[src/rtl/wb_reg_file_if.sv]
// Write-back / read / issue bus between the pipeline and the register file.
// master: pipeline side (drives indices, write-back and issue).
// slave:  register file side (returns read data and busy flags).
interface wb_reg_file_if #(
  parameter int DATA_W = 32,
  parameter int ADDR_W = 5
);
  logic              RegWE;
  logic [ADDR_W-1:0] wR;
  logic [DATA_W-1:0] RegWd;
  logic [ADDR_W-1:0] rR1;
  logic [ADDR_W-1:0] rR2;
  logic [DATA_W-1:0] rD1;
  logic [DATA_W-1:0] rD2;
  logic              IssueValid;
  logic [ADDR_W-1:0] IssueRd;
  logic              Busy1;
  logic              Busy2;

  modport master (
    output RegWE, wR, RegWd, rR1, rR2, IssueValid, IssueRd,
    input  rD1, rD2, Busy1, Busy2
  );

  modport slave (
    input  RegWE, wR, RegWd, rR1, rR2, IssueValid, IssueRd,
    output rD1, rD2, Busy1, Busy2
  );
endinterface

[src/rtl/wb_reg_file.sv]
// RV32I architectural register file with write-back port, two combinational
// read ports and a pending-write scoreboard for ID-stage stalls.
// Optional feature macro: REGFILE_BYPASS_EN (write-through read bypass and
// busy masking for the register being written back this cycle).
module wb_reg_file #(
  parameter int DATA_W = 32,
  parameter int ADDR_W = 5
) (
  input  logic             clk,
  input  logic             rst_n,
  wb_reg_file_if.slave     bus
);
  localparam int DEPTH = 1 << ADDR_W;

  // x0 is not stored; reads of index 0 are forced to zero below.
  logic [DATA_W-1:0] r_regs [1:DEPTH-1];
  logic [DEPTH-1:1]  r_pending;

  logic              w_wen;
  logic [DATA_W-1:0] w_rd1, w_rd2;
  logic              w_busy1, w_busy2;

  assign w_wen = bus.RegWE && (bus.wR != '0);

  // Commit the write-back word; writes to x0 are dropped.
  always_ff @(posedge clk or negedge rst_n) begin
    if (!rst_n) begin
      for (int i = 1; i < DEPTH; i++) r_regs[i] <= '0;
    end else if (w_wen) begin
      r_regs[bus.wR] <= bus.RegWd;
    end
  end

  // Scoreboard: a new issue wins over a same-cycle write-back, since the
  // newer producer still has to write.
  always_ff @(posedge clk or negedge rst_n) begin
    if (!rst_n) begin
      r_pending <= '0;
    end else begin
      for (int i = 1; i < DEPTH; i++) begin
        if (bus.IssueValid && (bus.IssueRd == ADDR_W'(i)))
          r_pending[i] <= 1'b1;
        else if (w_wen && (bus.wR == ADDR_W'(i)))
          r_pending[i] <= 1'b0;
      end
    end
  end

  // Read ports and busy flags, purely combinational.
  always_comb begin
    w_rd1   = '0;
    w_rd2   = '0;
    w_busy1 = 1'b0;
    w_busy2 = 1'b0;
    if (bus.rR1 != '0) begin
      w_rd1   = r_regs[bus.rR1];
      w_busy1 = r_pending[bus.rR1];
    end
    if (bus.rR2 != '0) begin
      w_rd2   = r_regs[bus.rR2];
      w_busy2 = r_pending[bus.rR2];
    end
`ifdef REGFILE_BYPASS_EN
    // Write-through: the word being written back is visible this cycle and
    // its destination no longer stalls.
    if (w_wen && (bus.wR == bus.rR1)) begin
      w_rd1   = bus.RegWd;
      w_busy1 = 1'b0;
    end
    if (w_wen && (bus.wR == bus.rR2)) begin
      w_rd2   = bus.RegWd;
      w_busy2 = 1'b0;
    end
`endif
  end

  assign bus.rD1   = w_rd1;
  assign bus.rD2   = w_rd2;
  assign bus.Busy1 = w_busy1;
  assign bus.Busy2 = w_busy2;
endmodule

[src/flat_wrapper.sv]
// flat-port wrapper written by rule: the top's interface ports become plain ports
module wb_reg_file_flat 
#(
  parameter int DATA_W = 32,
  parameter int ADDR_W = 5
)
  (clk, rst_n, bus_RegWE, bus_wR, bus_RegWd, bus_rR1, bus_rR2, bus_IssueValid, bus_IssueRd, bus_rD1, bus_rD2, bus_Busy1, bus_Busy2);
  wb_reg_file_if #(.DATA_W(DATA_W), .ADDR_W(ADDR_W)) bus_i ();
  input  logic clk;
  input  logic rst_n;
  input wire logic [$bits(bus_i.RegWE)-1:0] bus_RegWE;
  input wire logic [$bits(bus_i.wR)-1:0] bus_wR;
  input wire logic [$bits(bus_i.RegWd)-1:0] bus_RegWd;
  input wire logic [$bits(bus_i.rR1)-1:0] bus_rR1;
  input wire logic [$bits(bus_i.rR2)-1:0] bus_rR2;
  input wire logic [$bits(bus_i.IssueValid)-1:0] bus_IssueValid;
  input wire logic [$bits(bus_i.IssueRd)-1:0] bus_IssueRd;
  output wire logic [$bits(bus_i.rD1)-1:0] bus_rD1;
  output wire logic [$bits(bus_i.rD2)-1:0] bus_rD2;
  output wire logic [$bits(bus_i.Busy1)-1:0] bus_Busy1;
  output wire logic [$bits(bus_i.Busy2)-1:0] bus_Busy2;
  assign bus_i.RegWE = bus_RegWE;
  assign bus_i.wR = bus_wR;
  assign bus_i.RegWd = bus_RegWd;
  assign bus_i.rR1 = bus_rR1;
  assign bus_i.rR2 = bus_rR2;
  assign bus_i.IssueValid = bus_IssueValid;
  assign bus_i.IssueRd = bus_IssueRd;
  assign bus_rD1 = bus_i.rD1;
  assign bus_rD2 = bus_i.rD2;
  assign bus_Busy1 = bus_i.Busy1;
  assign bus_Busy2 = bus_i.Busy2;
  wb_reg_file #(.DATA_W(DATA_W), .ADDR_W(ADDR_W)) u_core (.clk(clk), .rst_n(rst_n), .bus(bus_i));
endmodule
[config.mk]
export PLATFORM = sky130hd
export DESIGN_NAME = wb_reg_file_flat
export DESIGN_NICKNAME = d
export VERILOG_FILES = /design/src/rtl/wb_reg_file_if.sv /design/src/rtl/wb_reg_file.sv /design/src/flat_wrapper.sv
export SDC_FILE = /design/constraint.sdc
export NUM_CORES = 2
export LEC_CHECK = 0
export CAP_MARGIN = 5
export CORE_UTILIZATION = 30
export CTS_CLUSTER_DIAMETER = 80
export DETAILED_ROUTE_END_ITERATION = 12
export GPL_TIMING_DRIVEN = 0
export PLACE_DENSITY = 0.4
export SETUP_SLACK_MARGIN = 0.05
export SYNTH_ARGS = -nofsm -noshare
export SYNTH_HDL_FRONTEND = slang
export SYNTH_SLANG_ARGS = --single-unit
[constraint.sdc]
create_clock -name clk -period 7 [get_ports clk]
set_input_delay 1.4 -clock clk [delete_from_list [all_inputs] [get_ports clk]]
set_output_delay 1.4 -clock clk [all_outputs]
set_load 0.02 [all_outputs]
==> run_results.csv <==
group,metric,value,unit
run_status,status,"finished, violations left",
run_status,violations,"negative setup slack",
route,drc,0,
sta,timing.fmax,141,MHz
sta,skew,0,ns
clocking,cts-buffers-inserted,133,
clocking,htreeDepth,4,
global_route,use_met1,36.4,%
layout,fill_cells,17800,
pwr,combPwrFrac,21.4,%
yosys,synth_compound_area_share,6.37,%
global_route,antenna_found_initial,9,
pwr,netSwitchingFraction,30.2,%
yosys,synthFlopType,"dfrtp_1",
critical_path,ff2ff_setup_slack,6.15,ns
clocking,clockRootBuffer,"clkbuf_16",
yosys,synth_area_leaders,"dfrtp_1 (47%), mux2_2 (22%), mux2i_1 (11%)",
pwr,p_seq_share,42.3,%
yosys,synth_top_cell_by_area,"dfrtp_1",
yosys,yosysWarnings,0,
worst_hold_path,min_to,"u_core.r_pending[12]",
die,chipHeight,430,um
yosys,syn-num-nets,4247,
placed_design,dp_hpwl,169000,um
global_route,grt_max_degree,158,
clocking,cts_tree,"built",
yosys,synth_fa_ha_area_share,0,%
yosys,synthMuxAreaShare,40.3,%
sta,maxSlewViolCount,0,
layout,syn2layout_area_growth,16.2,%
die,rows,156,
pwr,p_per_area,296,mW/mm^2
critical_path,rr_worst_depth,1,
yosys,ys_async_sr_fraction,100,%
die,die-width,430,um
sta,setup_viol,2,
pwr,power,18.9,mW
route,viasPerCell,5.67,
sta,hold_violations,0,
yosys,post_synth_xor_area_fraction,0,%
clocking,cts_setup_buffers,0,
yosys,synth_area,0.0550,mm^2
global_route,met2_usage,39.8,%
pwr,leakage,28.1,nW
clocking,worstSkewPairLatency,0.79,ns
yosys,avgSynthCellArea,13.1,um^2
pwr,switchingPower,5.70,mW
global_route,gr-usage-met3,3.93,%
layout,final_nets,4513,
layout,postLayoutCoreUtil,35.2,%
critical_path,cp_max_fo,10,
yosys,ys_ff_latch,1023,
yosys,synthCells,4191,
critical_path,worstPathArrival,5.70,ns
global_route,busiest_layer,"met2",
yosys,synth.distinct_cells,45,
yosys,synth_top_family_by_area,"multiplexers",
route,wl,240000,um
clocking,clkSlewWorstSetupHoldPaths,0.05,ns
sta,worst_slack,-0.104,ns
route,dr.pass1.iters,7,
sta,relSlewSlack,6.45,%
critical_path,crit_path_end_kind,"output pin",
placed_design,io_buffers,119,
run,cap_violations,0,
die,coreArea,0.181,mm^2
clocking,clock_sinks,1023,
sta,fin_crit,7.10,ns
worst_hold_path,min_from,"u_core.r_pending[12]",
route,vias,39200,
placed_design,place_inst,6692,
yosys,synthSimpleGateAreaFrac,3.12,%
sta,rsz0062_at_grt,"no",
critical_path,startpoint_type,"primary input",
placed_design,place_area,0.0594,mm^2
layout,post_layout_nonfiller_instances,6922,
global_route,overflow,0,
sta,final.setup.tns,-0.147,ns
route,drt_iter0_drc,3549,
critical_path,r2r_start,"u_core.r_regs[247]",
sta,tightest_slew,1.40,ns
worst_hold_path,min_path_cells,2,
yosys,synth_edf_count,0,
global_route,grt_pass1_vias,40000,
layout,drive_above_1_share,37.7,%
yosys,seq_area_frac_synth,46.6,%
global_route,grtUsageTotal,25.7,%
pwr,intPower,13.2,mW
die,die_area,0.185,mm^2
route,antenna_left,0,
worst_hold_path,hold_path_class,"reg -> reg",
clocking,cts_buffer_depth,3,
layout,postLayoutCellArea,0.0639,mm^2
clocking,postCtsHoldBufs,0,
critical_path,reg2reg_to,"u_core.r_regs[247]",
placed_design,gp_congestion,0.835,
die,start_util,30.3,%
global_route,grt_pass1_wl,332000,um
pwr,ir_drop,0.000270,V
critical_path,worst_ep_required_time,5.60,ns
die,ioPinCount,122,
pwr,p_clk_share,36.4,%
critical_path,critPathKind,"in -> out",
yosys,synth_top_area_share,46.6,%
sta,fin_crit_sh,101,%
route,wire_per_inst,34.7,um
[worst max path at each step]
stage | from | endpoint | depth (start not counted)
floorplan | bus_rR2[1] | bus_rD2[24] | 8
finish | bus_rR2[1] | bus_rD2[3] | 9
detailed placement | bus_rR2[2] | bus_rD2[12] | 9
global placement | rst_n | u_core.r_regs[965] | 1
CTS | bus_rR1[2] | bus_rD1[25] | 7
global route | bus_rR2[2] | bus_rD2[17] | 9
[cell usage after synthesis, types with 3 or more instances]
cell type  count
mux4_2       132
nor3_1       232
buf_12         3
buf_4         10
nand3_1        4
inv_1          4
nand2b_1      13
mux2_4        58
and2_1         3
or3_1          3
mux2i_1      601
o31ai_1        5
buf_2        140
a221oi_1     130
o22ai_1      327
buf_1         72
or2_2          4
clkbuf_1     213
nor3_2         3
nor2b_1        9
buf_6          5
dfrtp_1     1023
nor2_1        16
a22o_1        11
o21ai_0       28
nand2_1       24
nand4b_1       4
mux2_2      1093
[through the flow]
step	setup slack, ns	hold WS (ns)
CTS	0.0134	0.494
global placement	-47.59	0.484
floorplan	2.44	0.460
global route	0.0486	0.533
finish	-0.104	0.506
detailed placement	-1.15	0.495
[worst max-delay path, stage by stage]
cell             delay [ns]
buf_2                  0.25
buf_4                  0.39
nand2b_1               0.20
clkdlybuf4s15_1        0.82
clkdlybuf4s15_1        0.83
o22ai_1                0.23
nor3_1                 0.69
nor3_1                 0.25
clkdlybuf4s50_1        0.61
[per-layer routing]
metal  wire length [um]  part of all wire (%)
met5                 11                0.0046
met1             112000                    47
met2             108000                    45
met3              12000                   5.0
met4               7820                   3.3
[registers in the layout, indices dropped and copies added, names as in the netlist]
| register | flops |
|---|---|
| u_core.r_pending | 31 |
| u_core.r_regs | 992 |
[power groups by stage]
stage	logic, mW	registers, mW	clock network, mW
2_1_floorplan	2.74	7.76	0
3_3_place_gp	3.94	8.06	0
3_5_place_dp	4.00	8.04	0
4_1_cts	4.03	7.95	7.03
5_1_grt	4.30	8.13	7.27
6_report	4.04	7.98	6.87
[cell type report]
type | instances | area, um^2 | area share [%]
repair buffers | 131 | 1450 | 2.27
diodes | 6 | 15.0 | 0.0235
plain buffers | 443 | 2070 | 3.24
inverters | 5 | 18.8 | 0.0294
well taps | 2370 | 2970 | 4.64
flip-flops and latches | 1023 | 25600 | 40.1
multi-input cells | 2720 | 27500 | 43.1
clock inverters | 28 | 369 | 0.578
clock buffers | 196 | 3870 | 6.05
[kinds of logic after synthesis]
kind of cell           Yosys count
DFF                           1023
muxes                         1884
AOI/OAI and AO/OA              507
and+or+nand+nor                329
buffers and inverters          448
[timing repair]
item,4_1_cts,5_1_grt
gates resized for setup,71,15
gates cloned,0,0
pin swaps,1,0
setup endpoints to repair,66,7
[placed cells by master (no fill, tap or decap), types with 58 or more instances in the layout]
cell type        instances
clkbuf_16              134
o22ai_1                327
nor3_1                 214
dfrtp_1               1023
buf_1                   64
mux2_4                  58
clkdlybuf4s50_1        117
clkbuf_1               219
a221oi_1               122
buf_2                  138
mux2_2                1093
mux2i_1                601
mux4_2                 132
Power figures use the tool's default switching activity.
